File: src/rtl/pwm_multi.sv
`timescale 1ns/1ps
// pwm_multi: multi-channel PWM, shared programmable-period counter, per-channel duty,
//            edge/center alignment, double-buffered configuration applied at period boundaries.
// Latency: sig_out/sync are registered, lagging the counter state by one cycle; new config shows
//          on sig_out one cycle after the boundary that applies it. No backpressure (load always accepted).
// Ports: clk, rst (sync active-high), en, load, period_in[W], duty_in[CH*W] (channel i at [i*W +: W]),
//        center_in, [pol[CH] when PWM_MULTI_POLARITY_EN is defined], sig_out[CH], sync, pending.
module pwm_multi #(
    parameter int CH = 4,
    parameter int W  = 8
) (
    input  logic            clk,
    input  logic            rst,
    input  logic            en,
    input  logic            load,
    input  logic [W-1:0]    period_in,
    input  logic [CH*W-1:0] duty_in,
    input  logic            center_in,
`ifdef PWM_MULTI_POLARITY_EN
    input  logic [CH-1:0]   pol,
`endif
    output logic [CH-1:0]   sig_out,
    output logic            sync,
    output logic            pending
);

    // Staging (s_*) and active (a_*) register sets
    logic [W-1:0]    s_period, a_period;
    logic [CH*W-1:0] s_duty,   a_duty;
    logic            s_center, a_center;

    logic [W-1:0]    cnt;
    logic            dn;

    logic [CH-1:0]   cmp;
    logic [CH-1:0]   act_pol;
    logic            boundary;
    logic            first;

`ifdef PWM_MULTI_POLARITY_EN
    logic [CH-1:0]   s_pol, a_pol;
    assign act_pol = a_pol;
`else
    assign act_pol = '0;
`endif

    always_comb begin
        cmp = '0;
        for (int i = 0; i < CH; i++) begin
            cmp[i] = (cnt < a_duty[i*W +: W]);
        end
        // P=0 degenerates to a boundary on every cycle in both modes.
        // In center mode the counter visits 0 twice per period; only the
        // down-going visit ends the period.
        if (a_period == '0)
            boundary = 1'b1;
        else if (a_center)
            boundary = dn && (cnt == '0);
        else
            boundary = (cnt == a_period);
        // The only state with cnt==0 going up is the first cycle of a period.
        first = (cnt == '0) && !dn;
    end

    always_ff @(posedge clk) begin
        if (rst) begin
            s_period <= '1;
            a_period <= '1;
            s_duty   <= '0;
            a_duty   <= '0;
            s_center <= 1'b0;
            a_center <= 1'b0;
`ifdef PWM_MULTI_POLARITY_EN
            s_pol    <= '0;
            a_pol    <= '0;
`endif
            pending  <= 1'b0;
            cnt      <= '0;
            dn       <= 1'b0;
            sig_out  <= '0;
            sync     <= 1'b0;
        end else begin
            if (load) begin
                s_period <= period_in;
                s_duty   <= duty_in;
                s_center <= center_in;
`ifdef PWM_MULTI_POLARITY_EN
                s_pol    <= pol;
`endif
            end

            // Transfer uses S from before this cycle's load; a coincident
            // load keeps pending set for the following boundary.
            if (pending && (!en || boundary)) begin
                a_period <= s_period;
                a_duty   <= s_duty;
                a_center <= s_center;
`ifdef PWM_MULTI_POLARITY_EN
                a_pol    <= s_pol;
`endif
            end
            pending <= load || (pending && en && !boundary);

            if (!en) begin
                cnt     <= '0;
                dn      <= 1'b0;
                sig_out <= act_pol;
                sync    <= 1'b0;
            end else begin
                sig_out <= cmp ^ act_pol;
                sync    <= first;
                if (boundary) begin
                    cnt <= '0;
                    dn  <= 1'b0;
                end else if (!a_center) begin
                    cnt <= cnt + W'(1);
                end else if (!dn) begin
                    // Turn-around: P-1 is held for one extra cycle by
                    // flipping direction without moving the counter.
                    if (cnt == a_period - W'(1))
                        dn <= 1'b1;
                    else
                        cnt <= cnt + W'(1);
                end else begin
                    cnt <= cnt - W'(1);
                end
            end
        end
    end

endmodule

File: config.mk
export PLATFORM = sky130hd
export DESIGN_NAME = pwm_multi
export DESIGN_NICKNAME = d
export VERILOG_FILES = /design/src/rtl/pwm_multi.sv
export SDC_FILE = /design/constraint.sdc
export NUM_CORES = 1
export LEC_CHECK = 0
export CAP_MARGIN = 20
export CORE_MARGIN = 2
export CORE_UTILIZATION = 49
export CTS_CLUSTER_SIZE = 28
export DETAILED_ROUTE_END_ITERATION = 6
export GPL_TIMING_DRIVEN = 0
export HOLD_SLACK_MARGIN = 0.1
export PLACE_DENSITY = 0.77
export REMOVE_ABC_BUFFERS = 1
export SYNTH_ARGS = -nofsm -noshare
export SYNTH_HDL_FRONTEND = slang
export SYNTH_SLANG_ARGS = --single-unit
File: constraint.sdc
create_clock -name clk -period 2.94 [get_ports clk]
set_input_delay 0.441 -clock clk [delete_from_list [all_inputs] [get_ports clk]]
set_output_delay 0.441 -clock clk [all_outputs]
set_load 0.1 [all_outputs]
* After elaboration in Yosys (flattened, before gate mapping) *
Index checks and enable logic that the tools add are counted.

operators by class
  muxes and demuxes = 7
  bitwise operators = 1
  reductions and logical operators = 14
  eq/ne operators = 3
  $add $sub $neg = 3
  $lt $le $gt $ge = 4

operators by type and width
  operator             count
  $lt 8x8->1           4
  $mux 8               3
  $eq 8x8->1           2
  $logic_not 8->1      2
  $sub 8x1->8 const B  2
  $add 8x1->8 const B  1
  $logic_and 1x1->1    5
  $mux 1               4
  $logic_not 1->1      3
  $ne 3x3->1 const B   1
  $reduce_or 3->1      1
  $logic_or 1x1->1     2
  $reduce_or 2->1      1
  $not 1->1            1

word-level totals
  output and inout port bits = 6
  bits in registers = 97
  logic and storage cells = 43

* Longest topological paths before layout *
  depth after elaboration = 7
  depth in mapped cells = 10
  gate-level depth less buffers = 9

* Worst setup path before layout *
OpenSTA, ideal clock, no wires.

  path type = flip-flop to flip-flop
  start point = register a_period[0]
  end point = register cnt[4]
  data arrival time = 2.057 ns
  cell stages (with the launch flop) = 11
  setup slack = 0.764 ns
  library setup time = 0.119 ns
  cells stage by stage = dfxtp_1 > inv_1 > ha_1 > nor3b_1 > xnor2_1 > nor4b_1 > nand3b_2 > nor2_2 > buf_6 > nor2_1 > o221a_1

between the ends
  cells in the longest elaborated chain, start to end = 4

RTL lines
  what                                                                 line  RTL
  from (decl)                                                          28    logic [W-1:0] s_period, a_period;
  from (signal assigned)                                               95    a_period <= s_period;
  parallel branches: the longest is 4 deep, another holds $sub 8x1->8  -
  to (signal assigned)                                                 116   cnt <= cnt + W'(1);
  to (signal assigned)                                                 123   cnt <= cnt + W'(1);
  to (signal assigned)                                                 125   cnt <= cnt - W'(1);
  to (decl)                                                            32    logic [W-1:0] cnt;

Parallel ways; which one is timed is not known.
A chain may end at the register's enable or synchronous reset.

* Worst setup path in the final report *
  start point = register pending
  end point = output port pending

RTL lines
  what                    line  RTL
  from (decl)             24    output logic pending
  from (signal assigned)  102   pending <= load || (pending && en && !boundary);

No word-level cell between the ends.

==> results.toml <==
[cts]
cts_root_buf = "clkbuf_8"
tritoncts = "done"
clk_latency_ps = 360
hold_buffers = 0
htreeDepth = 3
clock_sinks = 97
cts.clk_slew.worst_paths_ps = 90
clock_path_buffers = 2
numCtsBuffers = 9

[synthesis]
synth_cell_types = 46
synth_area_leaders = "dfxtp_1, mux2i_1, ha_1"
postSynthAreaPerCell_um2 = 8.87
synth_cells = 528
synth_top_area_cell = "dfxtp_1"
async_flop_share_pct = 0
yosys-top-cells-count = "dfxtp_1, nor2_1, a21oi_1"
yosysWarningCount = 0
netlist_area_mm2 = 0.00468
synth.most_common_cell = "dfxtp_1"
yosys_most_used_dff = "dfxtp_1"
synth-edff-count = 0
yosysTopAreaCellShare_pct = 41.5
seq_area_frac_synth_pct = 41.5
ys_ff_latch = 97

[worst_setup_path]
crit_path_end_kind = "output port"
crit_chain = "dlygate4sd2_1"
slowest_delay_ps = 1060
crit_fanout = 32
crit_slowest_cell = "dfxtp_1"
path_buf_inv = 1
r2r_setup_slack_ps = 300
crit_arrival_ps = 2390
timing.rr.start = "cnt[2]"
path_delay_family = "flip-flops"
worstSetupPathType = "flip-flop to output port"
crit_required_ps = 2500
cp-start-kind = "flip-flop"
critPathLaunch = "pending"

[detailed_routing]
drt-total-wl_um = 9810
dr_total_vias = 3741
drc = 0
drt-initial-drc-count = 155
ant_nets = 0
first_pass_iters = 5
wl_per_cell_um = 14.1
viasPerCell = 5.38

[floorplanning]
fp-row-count = 35
core_mm2 = 0.00924
ios = 51
die_h_um = 102
die_w_um = 102
floorplan.initialDensity_pct = 50.7
dieArea_mm2 = 0.0104

[timing]
rsz0062_at_grt = "no"
final_hold_viol_count = 0
setup_viol = 0
period_needed_ps = 2830
slew_headroom_pct = 25.9
fmax_ghz = 0.353
fin_worst_skew_ps = 8.72
post-route-period-util_pct = 96.2
maxSlewViolCount = 0
tightest_slew_ps = 1110

[power_and_ir_drop]
switching_share_pct = 24.8
power_mw = 2.64
p_int_mw = 1.99
pwr_density_cell_mw_per_mm2 = 481
pwr-share-clk_pct = 35.0
sequentialPowerShare_pct = 53.3
power.switching_uw = 656
irDropWorstVdd_v = 0.000252
p_leak_nw = 2.23
combPwrFrac_pct = 11.7

[global_route]
grt_pass1_vias = 3551
gr-usage-met1_pct = 26.3
grt_max_degree = 52
antenna_found_initial = 0
grt-ovfl-total = 0
grt_first_pass_wirelength_um = 16300
grt_use_total_pct = 19.7
top_usage_layer = "met2"
met2_usage_pct = 32.0
gr-usage-met3_pct = 3.86

[placement]
dpl-instance-area_mm2 = 0.00525
io_buffers = 50
place_congestion = 0.876
dpl.hpwl_um = 6670

[job]
maxCapViolations = 0

[final_layout]
post-route-util_pct = 59.4
final_nets = 641
area_delta_synth_final_pct = 17.2
design_area_mm2 = 0.00549
antenna_cells = 0
layout-drive-gt1-share_pct = 6.00

[worst_hold_path]
min-delay-start = "rst"
min_path_type = "primary input to flip-flop"

[run_status]
status = "finished clean"
path summary, 6_finish.rpt:
check,cells past startpoint,to
setup reg to reg,8,a_period[2]
hold reg to reg,2,a_period[5]
hold / removal,2,s_duty[14]
setup / recovery,1,pending
power by group through the flow:
stage | registers, mW | logic [mW] | clock network [mW]
finish | 1.41 | 0.310 | 0.925
global route | 1.41 | 0.341 | 0.996
CTS | 1.41 | 0.310 | 0.944
detailed placement | 1.44 | 0.308 | 0
global placement | 1.44 | 0.298 | 0
floorplan | 1.46 | 0.137 | 0
cell usage in the layout (no fill, tap or decap), types with 12 or more instances in the layout:
cell	n
dfxtp_1	97
clkdlybuf4s50_1	47
a21o_1	12
inv_1	33
nor2_1	81
mux2i_1	52
nand2_1	27
ha_1	33
xor2_1	12
a21oi_1	68
through the flow:
step / TNS [ps] / cells / setup WS (ps) / hold slack [ps]
2_1_floorplan: -10860 / 497 / -359 / 441
3_3_place_gp: -77100 / 676 / -1370 / 458
3_5_place_dp: -11160 / 679 / -394 / 465
4_1_cts: 0 / 694 / 5.58 / 462
5_1_grt: 0 / 696 / 29.0 / 477
6_report: 0 / 696 / 110 / 468
area by class of cell:
cell class | count | area, um^2
clock buffers | 10 | 128
clock inverters | 5 | 81.3
fillers | 804 | 3750
inverters | 34 | 128
multi-input cells | 367 | 2490
flip-flops and latches | 97 | 1940
well taps | 129 | 161
repair buffers | 54 | 564
routing by layer:
layer / wire length [um] / part of all wire, % / vias to the layer above
met5: 0 / 0 / -
met3: 529 / 5.4 / 19
li1: - / - / 1866
met4: 184 / 1.9 / 0
met2: 4630 / 47 / 108
met1: 4460 / 45 / 1748
logic make-up after synthesis:
logic type      share of synthesized area [%]
simple gates                             15.7
fa+ha+maj                                8.81
buf+inv                                  6.04
flops                                    41.5
mux                                      11.4
xor+xnor                                 3.18
compound gates                           13.4
state kept, by name, indices dropped and copies added (netlist names):
register / flops
a_center: 1
a_duty: 32
a_period: 8
cnt: 8
dn: 1
pending: 1
s_center: 1
s_duty: 32
s_period: 8
sig_out: 4
sync: 1
repair_timing:
action	CTS	global route
resized for setup	3	1
pin swaps	0	1
endpoints found under the setup margin	42	37
setup buffers	0	1
gates cloned	0	1
No activity file was read; power rests on OpenSTA's default activity.
